--- src/rtl/fp16_accumulator.sv ---
`default_nettype none
// ============================================================================
// Module   : fp16_accumulator
// Purpose  : Sums groups of len FP16 beats (truncating adder, sticky overflow).
//            Optional macro FP16_ACC_RELU_EN clamps negative results to 0.
// Revision : 1.0 - initial release
// ============================================================================
module fp16_accumulator #(
    parameter int LEN_W = 8
) (
    input  logic             clk,
    input  logic             rst,
    input  logic [LEN_W-1:0] len,
    input  logic             in_valid,
    output logic             in_ready,
    input  logic [15:0]      in_data,
    output logic             out_valid,
    input  logic             out_ready,
    output logic [15:0]      out_data,
    output logic             ovf
);

    localparam logic [1:0]       c_idle  = 2'd0;
    localparam logic [1:0]       c_accum = 2'd1;
    localparam logic [1:0]       c_out   = 2'd2;
    localparam logic [LEN_W-1:0] c_one   = {{(LEN_W-1){1'b0}}, 1'b1};

    logic [1:0]       r_state;
    logic [1:0]       w_next;
    logic [15:0]      r_acc;
    logic [LEN_W-1:0] r_count;
    logic [LEN_W-1:0] r_len_q;
    logic             r_ovf;

    logic             w_in_fire;
    logic             w_out_fire;
    logic [LEN_W-1:0] w_count_inc;
    logic [LEN_W-1:0] w_len_sat;

    logic [4:0]  w_ea, w_eb, w_e_big;
    logic [10:0] w_ma, w_mb, w_m_big, w_m_small;
    logic        w_s_big, w_s_small, w_s_res;
    logic [11:0] w_m_sum;
    logic [10:0] w_m_norm;
    logic [5:0]  w_e_res;
    logic [15:0] w_sum;
    logic        w_sum_ovf;

    assign w_in_fire   = in_valid & in_ready;
    assign w_out_fire  = out_valid & out_ready;
    assign w_count_inc = r_count + c_one;
    assign w_len_sat   = (len == '0) ? c_one : len;

    // Truncating FP16 adder: exponent-0 operands count as zero, no rounding.
    always_comb begin
        w_ea = r_acc[14:10];
        w_eb = in_data[14:10];
        w_ma = (w_ea == 5'd0) ? 11'd0 : {1'b1, r_acc[9:0]};
        w_mb = (w_eb == 5'd0) ? 11'd0 : {1'b1, in_data[9:0]};
        if (w_ea >= w_eb) begin
            w_e_big   = w_ea;
            w_m_big   = w_ma;
            w_s_big   = r_acc[15];
            w_m_small = w_mb >> (w_ea - w_eb);
            w_s_small = in_data[15];
        end else begin
            w_e_big   = w_eb;
            w_m_big   = w_mb;
            w_s_big   = in_data[15];
            w_m_small = w_ma >> (w_eb - w_ea);
            w_s_small = r_acc[15];
        end

        if (w_s_big == w_s_small) begin
            w_m_sum = {1'b0, w_m_big} + {1'b0, w_m_small};
            w_s_res = w_s_big;
        end else if (w_m_big >= w_m_small) begin
            w_m_sum = {1'b0, w_m_big} - {1'b0, w_m_small};
            w_s_res = w_s_big;
        end else begin
            w_m_sum = {1'b0, w_m_small} - {1'b0, w_m_big};
            w_s_res = w_s_small;
        end

        w_e_res  = {1'b0, w_e_big};
        w_m_norm = w_m_sum[10:0];
        if (w_m_sum[11]) begin
            w_m_norm = w_m_sum[11:1];
            w_e_res  = w_e_res + 6'd1;
        end else begin
            for (int i = 0; i < 11; i++) begin
                if (!w_m_norm[10] && (w_e_res != 6'd0)) begin
                    w_m_norm = w_m_norm << 1;
                    w_e_res  = w_e_res - 6'd1;
                end
            end
        end

        w_sum_ovf = 1'b0;
        if (w_m_sum == 12'd0) begin
            w_sum = 16'h0000;
        end else if (w_e_res >= 6'd31) begin
            w_sum     = {w_s_res, 15'h7C00};
            w_sum_ovf = 1'b1;
        end else begin
            w_sum = {w_s_res, w_e_res[4:0], w_m_norm[9:0]};
        end
    end

    always_ff @(posedge clk) begin
        if (rst) r_state <= c_idle;
        else     r_state <= w_next;
    end

    always_comb begin
        w_next = r_state;
        case (r_state)
            c_idle:  if (w_in_fire) w_next = (w_len_sat == c_one) ? c_out : c_accum;
            c_accum: if (w_in_fire && (w_count_inc == r_len_q)) w_next = c_out;
            c_out:   if (w_out_fire) w_next = c_idle;
            default: w_next = c_idle;
        endcase
    end

    // Handshakes are gated by rst so nothing is offered or taken during reset.
    always_comb begin
        in_ready  = !rst && (r_state != c_out);
        out_valid = !rst && (r_state == c_out);
    end

    always_ff @(posedge clk) begin
        if (rst) begin
            r_acc   <= 16'h0000;
            r_count <= '0;
            r_len_q <= c_one;
            r_ovf   <= 1'b0;
        end else begin
            case (r_state)
                c_idle: if (w_in_fire) begin
                    r_acc   <= in_data;
                    r_count <= c_one;
                    r_len_q <= w_len_sat;
                    r_ovf   <= 1'b0;
                end
                c_accum: if (w_in_fire) begin
                    r_acc   <= w_sum;
                    r_count <= w_count_inc;
                    if (w_sum_ovf) r_ovf <= 1'b1;
                end
                c_out: if (w_out_fire) r_ovf <= 1'b0;
                default: ;
            endcase
        end
    end

    assign ovf = r_ovf;

`ifdef FP16_ACC_RELU_EN
    assign out_data = r_acc[15] ? 16'h0000 : r_acc;
`else
    assign out_data = r_acc;
`endif

endmodule
`default_nettype wire

--- config.mk ---
export PLATFORM = sky130hd
export DESIGN_NAME = fp16_accumulator
export DESIGN_NICKNAME = d
export VERILOG_FILES = /design/src/rtl/fp16_accumulator.sv
export SDC_FILE = /design/constraint.sdc
export NUM_CORES = 1
export LEC_CHECK = 0
export CAP_MARGIN = 20
export CELL_PAD_IN_SITES_DETAIL_PLACEMENT = 0
export CELL_PAD_IN_SITES_GLOBAL_PLACEMENT = 1
export CORE_UTILIZATION = 45
export CTS_CLUSTER_DIAMETER = 50
export DETAILED_ROUTE_END_ITERATION = 16
export GPL_TIMING_DRIVEN = 0
export PLACE_DENSITY_LB_ADDON = 0.1
export SKIP_CTS_REPAIR_TIMING = 1
export SYNTH_ARGS = -nofsm -noshare
export SYNTH_HDL_FRONTEND = slang
export SYNTH_SLANG_ARGS = --single-unit
--- constraint.sdc ---
create_clock -name clk -period 26.5 [get_ports clk]
set_input_delay 3.975 -clock clk [delete_from_list [all_inputs] [get_ports clk]]
set_output_delay 3.975 -clock clk [all_outputs]
set_load 0.01 [all_outputs]
---- Word level (Yosys, flattened, before mapping) ----
Cells that the tools add are included.
operators by class
  magnitude comparators ................... 3
  eq/ne operators ......................... 11
  muxes and demuxes ....................... 76
  add/subtract/negate cells ............... 18
  shift operators ......................... 2
  reduce and logical (&&, ||, !) cells .... 48
  bitwise gates (word level) .............. 2
operator list
  cell                                                                    count
  11-bit 2-to-1 mux                                                       24
  6-bit 2-to-1 mux                                                        22
  6-bit nonzero test                                                      10
  6-bit by 1-bit subtractor with 6-bit output (second input constant)     10
  16-bit 2-to-1 mux                                                       3
  16-bit one-hot mux with 2 select lines                                  1
  12-bit 2-to-1 mux                                                       2
  8-bit 2-to-1 mux                                                        3
  11-bit by 11-bit subtractor with 12-bit output                          2
  11-bit by 5-bit >> shifter with 11-bit output                           2
  10-bit 2-to-1 mux                                                       2
  8-bit one-hot mux with 2 select lines                                   1
  15-bit 2-to-1 mux                                                       1
  1-bit logical AND                                                       14
  11-bit by 11-bit adder with 12-bit output                               1
  1-bit zero test                                                         12
  12-bit zero test                                                        1
  2-bit inequality test (second input constant)                           6
  11-bit greater-or-equal comparator                                      1
  5-bit zero test                                                         2
  1-bit 2-to-1 mux                                                        10
  5-bit subtractor                                                        2
  8-bit by 1-bit adder with 8-bit output (second input constant)          1
  8-bit by 1-bit equality test with 1-bit output (second input constant)  1
  other kinds (21)                                                        26
word-level totals
  logic and storage cells ................. 165
  bits of input ports ..................... 28
  output and inout port bits .............. 19
  register bits ........................... 35

---- Longest topological paths before layout ----
Gate-level depths: netlist (run 1).
  depth in word-level cells ............... 57
  mapped depth ............................ 51
  gate-level depth less buffers ........... 47

---- Worst setup path after synthesis (run 1) ----
OpenSTA, ideal clock, no wires.
  path kind ............................... input to register
  from .................................... input port in_data[10]
  to ...................................... register r_acc[6] (netlist: out_data[6])
  slack ................................... 11.585 ns
  required time ........................... 26.363 ns
  setup time .............................. 0.137 ns
  stages on the path ...................... 43
  buffers on the path ..................... 2
  data arrival time ....................... 14.779 ns
  path through ............................ inv_1 -> ha_1 -> fa_1 -> buf_1 -> mux2i_1 -> o21ai_0 -> mux2_2 -> a21oi_1 -> o31ai_1 -> inv_1 -> fa_1 -> a311o_1 -> o211ai_2 -> nand2_1 -> a211o_1 -> and3_1 -> or4_1 -> clkbuf_1 -> [... 7 more ...] -> o211a_2 -> a211oi_2 -> nand3b_1 -> a31oi_4 -> nand4_1 -> a21oi_1 -> a21boi_0 -> xnor2_1 -> ha_1 -> and2_1 -> o211ai_1 -> a21oi_2 -> o211ai_2 -> nand3_1 -> a31oi_1 -> or4_4 -> o21ai_4 -> a2111oi_1
between the ends
  cells in the longest elaborated chain, start to end .. 56
  elaborated cells on any way between the ends .. 114
  those cells by class .................... add/sub: 17; order compare: 3; eq/ne: 1; shift: 2; mux: 56; reduce/logical: 35
ends and longest elaborated chain
  what                                                                                     RTL line  text
  from (decl)                                                                              16        input logic [15:0] in_data,
  branches (longest 53 deep; another with 11-bit by 11-bit subtractor with 12-bit output)  n/a
  16-bit 2-to-1 mux (*)                                                                    100       if (w_m_sum == 12'd0) begin
  16-bit 2-to-1 mux (*)                                                                    145       c_accum: if (w_in_fire) begin
  16-bit one-hot mux with 2 select lines (*)                                               138       case (r_state)
  to (signal assigned)                                                                     140       r_acc <= in_data;
  to (signal assigned)                                                                     146       r_acc <= w_sum;
  to (decl)                                                                                30        logic [15:0] r_acc;
Every way passes the cells marked *. The select of a mux whose other input is x is not followed.
A chain may end at the register's enable or synchronous reset.

---- Final worst setup path (run 1) ----
  from .................................... input port in_data[12]
  to ...................................... register r_acc[8] (netlist: out_data[8])
Same word-level chain as after synthesis.

==> metrics.md, run 1 <==
| Metric | Value |
|---|---|
| Cell Int Power | `around 400 uW` |
| R2R Path End | `out_data[8]` |
| Final worst slack | `8510 ps` |
| Reg-to-reg startpoint | `out_data[11]` |
| Synth area leaders | `dfxtp_1, ha_1, nor2_1` |
| Fin crit period | `17990 ps` |
| Synthesized cell area | `8292 um^2` |
| Power Dens Cells | `104.8 nW/um^2` |
| Clock root buffer | `clkbuf_16` |
| Leakage | `between 3 and 4 nW` |
| Diode count | `0` |
| Combinational group share of total power | `0.871` |
| DRT iter0 DRCs | `669` |
| IO Pins | `47` |
| Worst slew pin tran | `1006 ps` |
| Die W | `137.7 um` |
| Post-place instance area | `9051 um^2` |
| Worst Setup SP | `in_data[12]` |
| Drt via density | `6.481` |
| Antenna violations before repair | `0` |
| Cell row count | `between 40 and 50` |
| Most frequent CP cell | `buf_2` |
| Area of the core | `~18000 um^2` |
| Sw frac | `0.5884` |
| Detail Route Antenna Nets | `0` |
| Synthesized Nets | `1258` |
| Flop pwr share | `0.069` |
| Post-synth top flop | `dfxtp_1` |
| Clk_lat worst skew | `290 ps` |
| Crit start category | `input pin` |
| Synth cell types | `94` |
| Post-Syn Instances | `between 1000 and 1500` |
| GRT Util Overall | `0.3038` |
| Hold Path Class | `reg -> reg` |
| Worst R2R Setup Slack | `12530 ps` |
| Number of remaining DRC errors | `0` |
| Worst Setup Path Type | `in -> reg` |
| Fmax | `55.59 MHz` |
| Yosys top cell area share | `0.08450` |
| Final setup TNS | `0 ps` |
| CP required | `26650 ps` |
| Leading area contributor after synthesis | `dfxtp_1` |
| R2R depth | `46` |
| Fin crit share | `0.6789` |
| Layout cell share with drive strength beyond 1 | `0.09879` |
| CP max FO | `10` |
| CP arrival | `18140 ps` |
| Yosys warning count | `0` |
| Sw power | `567.1 uW` |
| Pre-CTS setup slack | `between 8000 and 9000 ps` |
| Initial DRT Pass Iterations | `5` |
| Global-route wire length before repair | `45.24 mm` |
| Proportion of power drawn by the clock network | `0.060` |
| Status | `finished clean` |
| P&R area growth vs syn | `10.91%` |
| IO buf count | `46` |
| Final setup skew | `6.506 ps` |
| Worst IR Drop VDD | `0.00009316 V` |
| Vias in the first global route | `around 8300` |
| Clock Path Buffers | `2` |
| Aggregate global routing overflow | `0` |
| CP max stage cell | `or4_4` |
| Seq/Total Area, Yosys | `0.08450` |
| WL per Instance | `around 20 um` |
| Final hold violation count | `0` |
| Fillers | `1895` |
| Clock slew at reported path FFs | `around 60 ps` |
| Endpoint class of the critical path | `flop` |
| Syn Area/Cell | `7.033 um^2` |
| Die area | `18970 um^2` |
| Number of enable flip-flop cells after synthesis | `0` |
| Slew HR | `0.3235` |
| Htree depth | `2` |
| Wirelength, routed | `29.04 mm` |
| Final Power | `963.8 uW` |
| Vias | `around 9500` |
| RSZ-0062 raised after global routing | `false` |
| CP endpoint | `out_data[8]` |
| Starting density of the core | `0.4600` |
| Slowest cell delay on critical path | `610 ps` |
| Count of final setup violators | `0` |
| Max-cap viol count | `0` |
| Largest net degree at the start of global routing | `13` |
| Die Height | `137.7 um` |
| Dpl hpwl | `23.35 mm` |
| CTS buffer count | `5` |
| CTS Sinks | `35` |
| Synth async-reset ratio | `0` |
| RD Place Congestion | `0.9502` |
| CTS tree | `built` |
| Design Area, Final | `9196 um^2` |
| Fin nets | `1313` |
| Synth Register Bits | `35` |
| Max Slew Vio Count | `0` |
-- cells in the final DEF (no fill, tap or decap), types with 16 or more instances in the layout --
master and n:
a21oi_1 93, a31o_2 19, a31oi_1 23, and3_1 17
buf_2 16, clkbuf_1 38, clkdlybuf4s50_1 46, dfxtp_1 35
ha_1 46, inv_1 54, mux2_2 19, mux2i_1 41
nand2_1 114, nand3_1 29, nor2_1 127, nor3_1 31
o211ai_1 21, o21ai_0 65, xnor2_1 26
-- cell type report --
| cell class | count | area (um^2) | share of cell area |
|---|---|---|---|
| clock inverters | 3 | 20.02 | 0.002177 |
| plain buffers | 60 | 259.0 | 0.02816 |
| inverters | 56 | 210.2 | 0.02286 |
| well taps | 229 | 286.5 | 0.03116 |
| clock buffers | 5 | 125.1 | 0.01361 |
| flip-flops and latches | 35 | 700.7 | 0.07619 |
| multi-input cells | 1028 | 7122 | 0.7744 |
| repair buffers | 48 | 473.0 | 0.05143 |
-- power by group through the flow --
stage	registers, mW	clock network, mW	logic (mW)
2_1_floorplan	0.0652	0	0.630
3_3_place_gp	0.0667	0	0.821
3_5_place_dp	0.0668	0	0.821
4_1_cts	0.0656	0.0582	0.827
5_1_grt	0.0664	0.0612	0.923
6_report	0.0661	0.0581	0.839
-- flip-flops by register name, summed over array words and instances, names as in the netlist --
register and count:
out_data 16, ovf 1, r_count 8, r_len_q 8, r_state 2
-- worst max-delay path: cells and delay by family --
| kind | cells | cell delay (ps) |
|---|---|---|
| AOI/OAI and AO/OA | 21 | 5630 |
| xor gates and xnor gates | 1 | 240 |
| adders and majority gates | 3 | 860 |
| buffers and inverters | 8 | 2250 |
| muxes | 2 | 770 |
| and+or+nand+nor | 14 | 4360 |
-- worst min path at each step --
stage                           from    endpoint  slack (ps)  cells after the start
after detailed placement  r_len_q[3]  r_len_q[3]         460                      2
after global placement    r_len_q[4]  r_len_q[4]         460                      2
after global routing      r_len_q[5]  r_len_q[5]         490                      2
after CTS                 r_len_q[3]  r_len_q[3]         470                      2
after floorplan           r_len_q[1]  r_len_q[1]         450                      2
final                     r_len_q[4]  r_len_q[4]         470                      2
-- synth_stat cells, types with 10 or more instances --
library cell	number
a31oi_1	23
mux2_2	19
a211oi_1	14
nor2_1	127
a211o_1	12
inv_1	54
o31ai_1	12
nand3_1	29
nand2_1	114
or2_2	13
nor2b_1	11
a21o_1	15
clkbuf_1	38
a21oi_1	93
o22ai_1	14
o21ai_0	65
and2_1	10
nor4_1	13
and3_1	17
o211ai_1	21
o21a_1	15
xor2_1	14
mux4_2	10
nor3_1	31
xnor2_1	26
ha_1	46
buf_2	15
a31o_2	19
dfxtp_1	35
mux2i_1	41
-- per-stage QoR --
step / hold slack [ps] / std cells / util
floorplan: 448.1 / 1179 / -
global placement: 458.1 / 1454 / 0.5015
detailed placement: 464.2 / 1456 / 0.5022
CTS: 472.6 / 1464 / 0.5102
global route: 489.2 / 1464 / 0.5102
finish: 468.8 / 1464 / 0.5102
-- logic make-up after synthesis --
group           after synthesis  share of synthesized area
simple gates                421                     0.2440
mux                          71                     0.1041
xor+xnor                     40                    0.04225
fa+ha+maj                    51                    0.08149
compound gates              445                     0.3871
flops                        35                    0.08450
buf+inv                     116                    0.05659
-- metal layers --
layer | wire length [um] | vias up | track usage
met4 | 949 | 0 | 0.09239
met1 | 13440 | 4496 | 0.4130
met3 | 1391 | 45 | 0.02907
met5 | 0 | - | 0
li1 | - | 4621 | -
met2 | 13260 | 326 | 0.5036
No activity file was read; power rests on OpenSTA's default activity.
==> inputs of run 2 (changes only) <==
- CORE_UTILIZATION: 45 -> 41
- clock period: 26.5 -> 16.5 ns (I/O delays scaled with it)
==> run 2 against run 1 <==
Against the previous run: sequential share of layout area down 0.078 points; non-clock buffer count down 1; sequential cell count unchanged; critical endpoint is now out_data[7]; worst setup slack got worse by 7500 ps; hold slack got worse by 2.3 ps; register-to-register slack got worse by 9100 ps.
==> metrics.md, run 2 (synthesis results as in run 1) <==
| Metric | Value |
|---|---|
| Met1 Resource Use GR | `0.3826` |
| CP max FO | `16` |
| P&R area growth vs syn | `12.06%` |
| Largest register FFs | `16` |
| RD Place Congestion | `between 0.9 and 1` |
| Sequential Area | `between 700 and 800 um^2` |
| Clock slew at reported path FFs | `60 ps` |
| Most frequent CP cell | `ha_1` |
| CP arrival | `15630 ps` |
| Power Dens Cells | `168.1 nW/um^2` |
| Fin crit period | `15500 ps` |
| Antenna violations before repair | `0` |
| CTS tree | `built` |
| Final worst slack | `998.4 ps` |
| Sw power | `918.4 uW` |
| Largest net degree at the start of global routing | `11` |
| Fillers | `between 2000 and 2500` |
| Commonest non-fill, non-tap cells in the layout | `nor2_1, nand2_1, a21oi_1` |
| Cell row count | `51` |
| Wirelength, routed | `between 20 and 30 mm` |
| Met2 Use GR | `0.4671` |
| Die W | `144.2 um` |
| CP required | `roughly 17000 ps` |
| IO buf count | `46` |
| Drt via density | `6.309` |
| Crit start category | `input pin` |
| M3 GR Usage | `0.02119` |
| CTS Sinks | `35` |
| Area of the core | `19650 um^2` |
| Endpoint class of the critical path | `flop` |
| Vias in the first global route | `8464` |
| Die Height | `144.2 um` |
| Most common cell after layout, fill and taps aside | `nor2_1` |
| Sw frac | `0.5881` |
| Worst slew pin tran | `~950 ps` |
| Leakage | `3.585 nW` |
| Clk_lat worst skew | `270 ps` |
| WL per Instance | `19.80 um` |
| Gr busiest metal | `met2` |
| Max-cap viol count | `0` |
| Count of final setup violators | `0` |
| IO Pins | `47` |
| Starting density of the core | `0.4219` |
| CTS buffer count | `5` |
| CP endpoint | `out_data[7]` |
| Fin crit share | `0.9395` |
| Diode count | `0` |
| Aggregate global routing overflow | `0` |
| Layout cell share with drive strength beyond 1 | `0.1062` |
| Reg-to-reg startpoint | `out_data[11]` |
| Detail Route Antenna Nets | `0` |
| Die area | `20800 um^2` |
| Slew HR | `0.3645` |
| GRT Util Overall | `0.2810` |
| Pre-CTS setup slack | `61.69 ps` |
| Htree depth | `2` |
| Initial DRT Pass Iterations | `5` |
| Clock root buffer | `clkbuf_16` |
| Flop pwr share | `0.068` |
| Fmax | `about 65 MHz` |
| Global-route wire length before repair | `45.80 mm` |
| Vias | `9451` |
| Max Slew Vio Count | `0` |
| Fin nets | `between 1000 and 1500` |
| Number of remaining DRC errors | `0` |
| Final setup skew | `5.665 ps` |
| Dpl hpwl | `23.88 mm` |
| Slowest cell delay on critical path | `610 ps` |
| Hold Path Class | `reg -> reg` |
| Worst R2R Setup Slack | `3460 ps` |
| Worst IR Drop VDD | `0.0001181 V` |
| Worst Setup SP | `in_data[12]` |
| Proportion of power drawn by the clock network | `0.060` |
| Clock Path Buffers | `2` |
| R2R Path End | `out_data[7]` |
| RSZ-0062 raised after global routing | `false` |
| Status | `finished clean` |
| DRT iter0 DRCs | `between 600 and 700` |
| R2R depth | `43` |
| Final Power | `between 1.5 and 2 mW` |
| Cell Int Power | `643.2 uW` |
| Worst Setup Path Type | `in -> reg` |
| Area of the multi-input gates | `~7200 um^2` |
| Combinational group share of total power | `0.872` |
| CP max stage cell | `or4_4` |
| Final hold violation count | `0` |
[run 2: cell count changes in the layout (fill, tap and decap cells not counted), moves of 2 or more]
| cell | delta |
|---|---|
| clkinvlp_4 | -2 |
| nor4_1 | -2 |
| nor4_2 | +2 |
| o22ai_1 | -2 |
| o22ai_2 | +2 |
[run 2: critical path: cells and delay by family]
family	cells	cell delay, ps
AND/OR/NAND/NOR	13	4390
adder cells (fa/ha/maj)	3	760
multiplexers	1	410
XOR/XNOR	1	220
AO/OA/AOI/OAI	23	5860
buffers and inverters	6	1490
[run 2: final cells by class]
class	count	area share
buffer	59	0.02761
inverter	56	0.02262
timing repair buffer	48	0.05117
clock buffer	6	0.01495
sequential	35	0.07541
tap	265	0.03569
clock inverter	1	0.0005386
multi-input combinational	1028	0.7720
[run 2: how the worst min path moves through the flow]
stage	startpoint	cells after the start	end
floorplan	r_len_q[1]	2	r_len_q[1]
global placement	r_len_q[4]	2	r_len_q[4]
detailed placement	r_len_q[1]	2	r_len_q[1]
CTS	r_len_q[1]	2	r_len_q[1]
global route	r_len_q[1]	2	r_len_q[1]
finish	r_len_q[1]	2	r_len_q[1]
[run 2: stage by stage]
stage	hold slack (ps)	TNS, ps	instance area (um^2)	std cells	util
after floorplan	448.1	0	8292	1179	-
after global placement	458.3	-488.5	9084	1490	0.4622
after detailed placement	459.7	0	9091	1491	0.4626
after CTS	467.4	0	9235	1498	0.4699
after global routing	487.7	0	9291	1498	0.4728
final	466.5	0	9291	1498	0.4728
[run 2: per-layer routing]
metal  part of all wire  up-vias
met5                  0        -
met4              0.031        0
met3              0.050       42
met2               0.46      314
met1               0.46     4483
li1                   -     4612
[run 2: power by group through the flow]
stage	Combinational (mW)	Sequential, mW	Clock (mW)
after floorplan	1.01	0.105	0
after global placement	1.33	0.107	0
after detailed placement	1.32	0.108	0
after CTS	1.33	0.106	0.0933
after global routing	1.48	0.107	0.0979
final	1.36	0.106	0.0931
==> inputs of run 3 (changes only) <==
- CORE_UTILIZATION: 41 -> 45
- CTS_BUF_LIST: not set -> sky130_fd_sc_hd__clkbuf_2 sky130_fd_sc_hd__clkbuf_4 sky130_fd_sc_hd__clkbuf_8
- clock period: 16.5 -> 18.19 ns (I/O delays scaled with it)
==> run 3 against run 2 <==
Against the previous run: hold slack better by 4.7 ps; final cell count down 2.3%; design area shrank 1.6%; largest power group unchanged.
==> metrics.md, run 3 (synthesis results as in run 1) <==
| Metric | Value |
|---|---|
| Pre-CTS setup slack | `approximately 1500 ps` |
| Most common cell after layout, fill and taps aside | `nor2_1` |
| CP max stage cell | `or4_4` |
| Final setup skew | `10.97 ps` |
| CP bufs+invs | `8` |
| Cell row count | `49` |
| Vias | `9523` |
| Count of final setup violators | `0` |
| Aggregate global routing overflow | `0` |
| Clk_lat worst skew | `300 ps` |
| Top layer used by detailed routing | `met4` |
| Dpl hpwl | `23.35 mm` |
| Final hold violation count | `0` |
| Sw frac | `0.5988` |
| Die area | `around 19000 um^2` |
| Vias in the first global route | `about 8300` |
| Starting density of the core | `0.4600` |
| Post-route insts no fill | `1464` |
| RD Place Congestion | `about 0.95` |
| CTS buffer count | `5` |
| Leakage | `approximately 3.5 nW` |
| Layout cell share with drive strength beyond 1 | `0.09879` |
| Clock Path Buffers | `2` |
| Commonest non-fill, non-tap cells in the layout | `nor2_1, nand2_1, a21oi_1` |
| Largest net degree at the start of global routing | `13` |
| Final Power | `between 1 and 1.5 mW` |
| Proportion of power drawn by the clock network | `0.042` |
| Largest register FFs | `16` |
| Top delay family on crit path | `compound AO/OA/AOI/OAI gates` |
| Power Dens Cells | `~150 nW/um^2` |
| Antenna violations before repair | `0` |
| Placed Cells | `between 1000 and 1500` |
| Hold Path Class | `reg -> reg` |
| Clock root buffer | `clkbuf_8` |
| IO buf count | `46` |
| Global-route wire length before repair | `45.24 mm` |
| Flop pwr share | `0.070` |
| IO Pins | `47` |
| Max Slew Vio Count | `0` |
| CP arrival | `16880 ps` |
| CTS tree | `built` |
| Slowest cell delay on critical path | `about 600 ps` |
| Clock slew at reported path FFs | `80 ps` |
| Die Height | `137.7 um` |
| Die W | `between 100 and 150 um` |
| Wirelength, routed | `29.01 mm` |
| Final worst slack | `1467 ps` |
| Number of remaining DRC errors | `0` |
| Fin nets | `roughly 1300` |
| Final setup TNS | `0 ps` |
| Crit start category | `input pin` |
| Sw power | `826.8 uW` |
| Diode count | `0` |
| Worst IR Drop VDD | `0.0001358 V` |
| Worst slew pin tran | `1014 ps` |
| Met2 wire length | `roughly 13 mm` |
| RSZ-0062 raised after global routing | `false` |
| Endpoint class of the critical path | `flop` |
| Htree depth | `2` |
| CP required | `approximately 18000 ps` |
| Status | `finished clean` |
| Area of the core | `18020 um^2` |
| GRT Util Overall | `0.3035` |
| DRT iter0 DRCs | `729` |
| WL per Instance | `19.81 um` |
| DR WL met3 | `roughly 1.6 mm` |
| Post-layout util | `0.5071` |
| Met1 WL | `~13 mm` |
| Slew HR | `0.3184` |
| Max-cap viol count | `0` |
| Initial DRT Pass Iterations | `5` |
| P&R area growth vs syn | `10.23%` |
| Fmax | `~60 MHz` |
| Drt via density | `6.505` |
| Worst Setup Path Type | `in -> reg` |
| Fin crit share | `0.9193` |
| Combinational group share of total power | `0.889` |
| Most frequent CP cell | `buf_2` |
| Cell Int Power | `553.9 uW` |
| CP max FO | `10` |
| Detail Route Antenna Nets | `0` |
| CTS Sinks | `35` |
| Fin crit period | `16720 ps` |
run 3: layout make-up:
cell class / count / area [um^2]
buffer: 60 / 259.0
inverter: 56 / 210.2
sequential: 35 / 700.7
clock buffer: 5 / 68.82
timing repair buffer: 48 / 473.0
fill: 1902 / 8885
tap: 229 / 286.5
multi-input combinational: 1028 / 7122
clock inverter: 3 / 20.02
run 3: worst paths after layout:
kind	cells after the start	from	end	slack, ps
worst max-delay path	49	in_data[12]	out_data[8]	1470
worst min-delay path	2	r_len_q[5]	r_len_q[5]	470
worst max register to register	46	out_data[11]	out_data[8]	4220
worst min register to register	2	r_len_q[5]	r_len_q[5]	470
run 3: worst register-to-register path: cells and delay by family (launching register included):
| family | cells | cell delay (ps) |
|---|---|---|
| buffers and inverters | 5 | 1390 |
| xor gates and xnor gates | 1 | 250 |
| AOI/OAI and AO/OA | 20 | 5440 |
| and+or+nand+nor | 15 | 4570 |
| muxes | 2 | 780 |
| DFF | 1 | 430 |
| adders and majority gates | 3 | 960 |
run 3: power groups by stage:
| stage | clock [mW] | sequential, mW | combinational [mW] |
|---|---|---|---|
| floorplan | 0 | 0.0950 | 0.918 |
| global placement | 0 | 0.0971 | 1.20 |
| detailed placement | 0 | 0.0973 | 1.20 |
| CTS | 0.0583 | 0.0955 | 1.20 |
| global route | 0.0620 | 0.0967 | 1.35 |
| finish | 0.0576 | 0.0961 | 1.23 |
run 3: layer usage:
metal,track usage,vias up
li1,-,4618
met1,0.4121,4544
met2,0.5028,322
met3,0.02723,39
met4,0.09783,0
met5,0,-
run 3: through the flow:
step           instance area, um^2  hold slack [ps]
2_1_floorplan                 8292            448.1
3_3_place_gp                  9039            458.1
3_5_place_dp                  9051            464.2
4_1_cts                       9140            476.0
5_1_grt                       9140            492.2
6_report                      9140            471.1
